[config.mk]
export PLATFORM = sky130hd
export DESIGN_NAME = dmem_arbiter_flat
export DESIGN_NICKNAME = d
export VERILOG_FILES = /design/src/rtl/dmem_arbiter_if.sv /design/src/rtl/dmem_arbiter.sv /design/src/flat_wrapper.sv
export SDC_FILE = /design/constraint.sdc
export NUM_CORES = 1
export LEC_CHECK = 0
export ABC_AREA = 0
export CORE_MARGIN = 2
export CORE_UTILIZATION = 36
export CTS_CLUSTER_DIAMETER = 200
export DETAILED_ROUTE_END_ITERATION = 16
export PLACE_DENSITY_LB_ADDON = 0.12
export SLEW_MARGIN = 30
export SYNTH_ARGS = -nofsm -noshare
export SYNTH_HDL_FRONTEND = slang
export SYNTH_SLANG_ARGS = --single-unit
[constraint.sdc]
create_clock -name clock -period 3.63 [get_ports clock]
set_input_delay 0.363 -clock clock [delete_from_list [all_inputs] [get_ports clock]]
set_output_delay 0.363 -clock clock [all_outputs]
set_load 0.01 [all_outputs]
[src/rtl/dmem_arbiter_if.sv]
// Bundle of the two requester ports and the shared single-port dmem port
// that the arbiter sits between.
interface dmem_arbiter_if #(
  parameter int ADDR_W = 12,
  parameter int DATA_W = 32
);
  logic              req_0;
  logic              we_0;
  logic [ADDR_W-1:0] addr_0;
  logic [DATA_W-1:0] wdata_0;
  logic              gnt_0;
  logic              rvalid_0;
  logic [DATA_W-1:0] rdata_0;

  logic              req_1;
  logic              we_1;
  logic [ADDR_W-1:0] addr_1;
  logic [DATA_W-1:0] wdata_1;
  logic              gnt_1;
  logic              rvalid_1;
  logic [DATA_W-1:0] rdata_1;

  logic [ADDR_W-1:0] address_dmem;
  logic [DATA_W-1:0] data;
  logic              wren;
  logic [DATA_W-1:0] q_dmem;

  // Requesters plus the memory: everything the arbiter consumes.
  modport master (
    output req_0, we_0, addr_0, wdata_0,
    output req_1, we_1, addr_1, wdata_1,
    output q_dmem,
    input  gnt_0, rvalid_0, rdata_0,
    input  gnt_1, rvalid_1, rdata_1,
    input  address_dmem, data, wren
  );

  modport slave (
    input  req_0, we_0, addr_0, wdata_0,
    input  req_1, we_1, addr_1, wdata_1,
    input  q_dmem,
    output gnt_0, rvalid_0, rdata_0,
    output gnt_1, rvalid_1, rdata_1,
    output address_dmem, data, wren
  );
endinterface

[src/rtl/dmem_arbiter.sv]
// Two-requester arbiter for the single-port dmem: serialises commands onto
// registered address/data/wren and steers each read result to its issuer.
module dmem_arbiter #(
  parameter int ADDR_W      = 12,
  parameter int DATA_W      = 32,
  parameter bit ROUND_ROBIN = 1'b1
) (
  input  logic         clock,
  input  logic         reset,
  dmem_arbiter_if.slave bus
);

  logic              elig_0;
  logic              elig_1;
  logic              grant;
  logic              sel_1;
  logic              sel_we;
  logic [ADDR_W-1:0] sel_addr;
  logic [DATA_W-1:0] sel_wdata;

  // 1 when requester 1 holds the most recent grant; reset value makes
  // requester 0 win the first contention.
  logic              last_gnt_1;
  logic              tag_valid;
  logic              tag_id;

  // NOTE: every signal assigned in always_comb gets a default first, so no
  // path through the block can leave it unassigned and infer a latch.
  always_comb begin
    // The registered gnt doubles as the one-cycle exclusion flag: a
    // requester granted at the previous edge has not yet retired its command.
    elig_0    = bus.req_0 & ~bus.gnt_0;
    elig_1    = bus.req_1 & ~bus.gnt_1;
    grant     = elig_0 | elig_1;
    sel_1     = elig_1 & (~elig_0 | (ROUND_ROBIN && !last_gnt_1));
    sel_we    = bus.we_0;
    sel_addr  = bus.addr_0;
    sel_wdata = bus.wdata_0;
    if (sel_1) begin
      sel_we    = bus.we_1;
      sel_addr  = bus.addr_1;
      sel_wdata = bus.wdata_1;
    end
  end

  // NOTE: sequential state uses non-blocking assignments so every register
  // samples pre-edge values, independent of statement order.
  always_ff @(posedge clock or posedge reset) begin
    if (reset) begin
      bus.gnt_0        <= 1'b0;
      bus.gnt_1        <= 1'b0;
      bus.rvalid_0     <= 1'b0;
      bus.rvalid_1     <= 1'b0;
      bus.rdata_0      <= '0;
      bus.rdata_1      <= '0;
      bus.address_dmem <= '0;
      bus.data         <= '0;
      bus.wren         <= 1'b0;
      tag_valid        <= 1'b0;
      tag_id           <= 1'b0;
      last_gnt_1       <= 1'b1;
    end else begin
      bus.gnt_0 <= grant & ~sel_1;
      bus.gnt_1 <= grant & sel_1;
      bus.wren  <= grant & sel_we;
      tag_valid <= grant & ~sel_we;
      if (grant) begin
        bus.address_dmem <= sel_addr;
        bus.data         <= sel_wdata;
        tag_id           <= sel_1;
        last_gnt_1       <= sel_1;
      end

      // dmem is clocked on the falling edge, so q_dmem now answers the
      // command issued at the previous edge.
      bus.rvalid_0 <= tag_valid & ~tag_id;
      bus.rvalid_1 <= tag_valid & tag_id;
      if (tag_valid && !tag_id) bus.rdata_0 <= bus.q_dmem;
      if (tag_valid && tag_id)  bus.rdata_1 <= bus.q_dmem;
    end
  end

endmodule

[src/flat_wrapper.sv]
// flat-port wrapper written by rule: the top's interface ports become plain ports
module dmem_arbiter_flat 
#(
  parameter int ADDR_W      = 12,
  parameter int DATA_W      = 32,
  parameter bit ROUND_ROBIN = 1'b1
)
  (clock, reset, bus_req_0, bus_we_0, bus_addr_0, bus_wdata_0, bus_req_1, bus_we_1, bus_addr_1, bus_wdata_1, bus_q_dmem, bus_gnt_0, bus_rvalid_0, bus_rdata_0, bus_gnt_1, bus_rvalid_1, bus_rdata_1, bus_address_dmem, bus_data, bus_wren);
  dmem_arbiter_if #(.ADDR_W(ADDR_W), .DATA_W(DATA_W)) bus_i ();
  input  logic clock;
  input  logic reset;
  input wire logic [$bits(bus_i.req_0)-1:0] bus_req_0;
  input wire logic [$bits(bus_i.we_0)-1:0] bus_we_0;
  input wire logic [$bits(bus_i.addr_0)-1:0] bus_addr_0;
  input wire logic [$bits(bus_i.wdata_0)-1:0] bus_wdata_0;
  input wire logic [$bits(bus_i.req_1)-1:0] bus_req_1;
  input wire logic [$bits(bus_i.we_1)-1:0] bus_we_1;
  input wire logic [$bits(bus_i.addr_1)-1:0] bus_addr_1;
  input wire logic [$bits(bus_i.wdata_1)-1:0] bus_wdata_1;
  input wire logic [$bits(bus_i.q_dmem)-1:0] bus_q_dmem;
  output wire logic [$bits(bus_i.gnt_0)-1:0] bus_gnt_0;
  output wire logic [$bits(bus_i.rvalid_0)-1:0] bus_rvalid_0;
  output wire logic [$bits(bus_i.rdata_0)-1:0] bus_rdata_0;
  output wire logic [$bits(bus_i.gnt_1)-1:0] bus_gnt_1;
  output wire logic [$bits(bus_i.rvalid_1)-1:0] bus_rvalid_1;
  output wire logic [$bits(bus_i.rdata_1)-1:0] bus_rdata_1;
  output wire logic [$bits(bus_i.address_dmem)-1:0] bus_address_dmem;
  output wire logic [$bits(bus_i.data)-1:0] bus_data;
  output wire logic [$bits(bus_i.wren)-1:0] bus_wren;
  assign bus_i.req_0 = bus_req_0;
  assign bus_i.we_0 = bus_we_0;
  assign bus_i.addr_0 = bus_addr_0;
  assign bus_i.wdata_0 = bus_wdata_0;
  assign bus_i.req_1 = bus_req_1;
  assign bus_i.we_1 = bus_we_1;
  assign bus_i.addr_1 = bus_addr_1;
  assign bus_i.wdata_1 = bus_wdata_1;
  assign bus_i.q_dmem = bus_q_dmem;
  assign bus_gnt_0 = bus_i.gnt_0;
  assign bus_rvalid_0 = bus_i.rvalid_0;
  assign bus_rdata_0 = bus_i.rdata_0;
  assign bus_gnt_1 = bus_i.gnt_1;
  assign bus_rvalid_1 = bus_i.rvalid_1;
  assign bus_rdata_1 = bus_i.rdata_1;
  assign bus_address_dmem = bus_i.address_dmem;
  assign bus_data = bus_i.data;
  assign bus_wren = bus_i.wren;
  dmem_arbiter #(.ADDR_W(ADDR_W), .DATA_W(DATA_W), .ROUND_ROBIN(ROUND_ROBIN)) u_core (.clock(clock), .reset(reset), .bus(bus_i));
endmodule
==> results_dict.tcl <==
set metrics [dict create \
    wl_met1_um 5210 \
    crit_family "buffers and inverters" \
    rsz0062_at_grt "false" \
    die_x_um 118 \
    utilization 0.611 \
    synthToLayoutAreaGrowth_pct 65.0 \
    p_clk_frac 0.289 \
    power.density_mw_per_mm2 711 \
    ys.flop_type "dfrtp_1" \
    finalSetupViolCount 0 \
    power.leakage_uw 0.00317 \
    critPathLaunch "bus_req_0" \
    ys_seq_area_frac 0.619 \
    status "finished clean" \
    finalCritPeriodShare 0.518 \
    post-route-min-period_ps 1880 \
    num-fill-cells 1047 \
    finalWorstSetupSlack_ps 1750 \
    yosysUniqueCellTypes 21 \
    clkTransAtPathRegs_ps 50 \
    final_nets 673 \
    crit_path_end_kind "register" \
    antenna_found_initial 0 \
    max_freq_ghz 0.531 \
    highest_layer "met4" \
    vias_per_cell 4.95 \
    final_common_cell "clkdlybuf4s50_1" \
    path_buf_inv 2 \
    grtUsageTotal 0.185 \
    post-dp-hpwl_um 8870 \
    final-hold-violation-count 0 \
    synth_area_leader_cell "dfrtp_1" \
    synth_area_leaders "dfrtp_1 (61%), mux2_2 (15%), a221o_1 (9.4%)" \
    drc_errors 0 \
    cts_tree "done" \
    cts-htree-levels 4 \
    numCtsBuffers 17 \
    p_int_uw 4050 \
    port_buffers 238 \
    root_buffer "clkbuf_16" \
    wl_per_cell_um 17.3 \
    synthArstFlopShare 1.00 \
    drive_gt1_frac 0.180 \
    ant_nets 0 \
    hp-class "input port to async pin" \
    p_switching_uw 1450 \
    fin_hold_ws_ps 443 \
    max-vdd-ir-drop_uv 281 \
    place_ws_ps 1300 \
    rrSetupSlack_ps 1780 \
    clk_latency_ps 410 \
    grt_pass1_vias 3780 \
    worstMarginPinSlew_ps 833 \
    row_count 41 \
    ios 239 \
    grt_pass1_wl_um 19900 \
    core-area_mm2 0.0127 \
    maxSlewViolCount 0 \
    path_cells "clkdlybuf4s50_1 -> nor2b_4 -> o21ai_2 -> inv_2 -> a221o_1" \
    crit_arrival_ps 2220 \
    drtIter0Drc 182 \
    combinationalPowerShare 0.355 \
    final_cell_mix "clkdlybuf4s50_1 (238), dfrtp_1 (115), mux2_2 (64)" \
    wl_met3_um 1240 \
    cp.required_ps 3970 \
    max_stage_delay_ps 620 \
    initial_core_util 0.370 \
    die_area_mm2 0.0140 \
    slowest_stage "inv_2" \
    ys_warn_count 0 \
    synth.top_cell.area_share 0.614 \
    netlist_instances 309 \
    power_uw 5500 \
    syn_avg_cell_area_um2 15.2 \
    p_sw_frac 0.264 \
    ys_ff_latch 116 \
    grt_overflow 0 \
    tns_ps 0 \
    synth_fp_nets 435 \
    post_cts_buffers 0 \
    route.vias.total 3627 \
    grt_max_degree 78 \
    syn_area_mm2 0.00469 \
    postRouteWirelength_um 12700 \
    clkSinkCount 116 \
    rr_startpoint "u_core.bus.gnt_0$_DFF_PP0_" \
    dieHeight_um 118 \
    dr.pass1.iters 5 \
    drv_cap 0 \
    antenna_cells 0 \
    cts_hold_buf 0 \
    max_slew_margin 0.444 \
    finalClockSkew_ps 7.70 \
    synth_edf_count 0 \
    criticalPathCategory "input port to register" \
    ctsLongestPathBuffers 2 \
    startpoint_type "input port" \
    pwr-share-seq 0.356 \
    cts-resized-gates 0 \
    place_congestion 0.737 \
    path_max_fanout 46 \
    wl_met2_um 5980 \
]
==> path summary, 6_finish.rpt <==
check,cells after the start,endpoint
setup / recovery,5,u_core.bus.data[16]$_DFFE_PP0P_
hold / removal,2,u_core.bus.address_dmem[3]$_DFFE_PP0P_
setup reg to reg,4,u_core.bus.data[16]$_DFFE_PP0P_
hold reg to reg,1,u_core.bus.rdata_0[9]$_DFFE_PP0P_
max in group asynchronous,3,u_core.bus.rdata_0[3]$_DFFE_PP0P_
min in group clock,1,u_core.bus.rdata_0[9]$_DFFE_PP0P_
==> sequential cells by signal, indices dropped and copies added, names as in the netlist, 12 cells and up <==
register / count
u_core.bus.rdata_1: 32
u_core.bus.address_dmem: 12
u_core.bus.data: 32
u_core.bus.rdata_0: 32
==> power groups by stage <==
stage | combinational [uW] | clock [uW] | sequential, uW
after global placement | 1950 | 0 | 1970
after detailed placement | 1980 | 0 | 1980
after floorplan | 599 | 0 | 2180
after global routing | 2060 | 1700 | 2020
final | 1950 | 1590 | 1960
after CTS | 1980 | 1630 | 1970
==> synth_stat cells, types with 2 or more instances <==
library cell and n:
buf_6 5, buf_2 11, dfrtp_1 115, buf_4 8, nand2_1 2, nor3b_1 44, mux2_2 64, inv_1 4
a221o_1 44
==> cells by family (layout without fill, tap and decap cells) <==
logic type	after synthesis	after routing	synth area share
flops	116	116	0.619
mux	65	65	0.156
compound gates	49	49	0.103
simple gates	49	49	0.0795
buf+inv	30	281	0.0419
==> per-layer routing <==
| metal | vias up | track usage |
|---|---|---|
| li1 | 1649 | - |
| met1 | 1770 | 0.222 |
| met2 | 185 | 0.289 |
| met3 | 23 | 0.0809 |
| met4 | 0 | 0.0798 |
| met5 | - | 0 |
==> layout make-up <==
type                            instances  area, um2  share of cell area
Clock buffer                           28        497              0.0642
Multi-Input combinational cell        163       1590               0.205
Sequential cell                       116       2900               0.375
Inverter                                6       30.0             0.00388
Tap cell                              172        215              0.0278
Timing Repair Buffer                  243       2430               0.314
Clock inverter                          4       70.1             0.00906
==> per-stage QoR <==
stage / std cells / instance area [um2]
2_1_floorplan: 309 / 4690
3_3_place_gp: 700 / 7170
3_5_place_dp: 700 / 7170
4_1_cts: 732 / 7740
5_1_grt: 732 / 7740
6_report: 732 / 7740
==> worst reg2reg max path, stage by stage, from the launching register on <==
cell,delay [ps]
dfrtp_1,410
nor2b_4,340
o21ai_2,120
inv_2,620
a221o_1,300
Power figures use the tool's default switching activity.
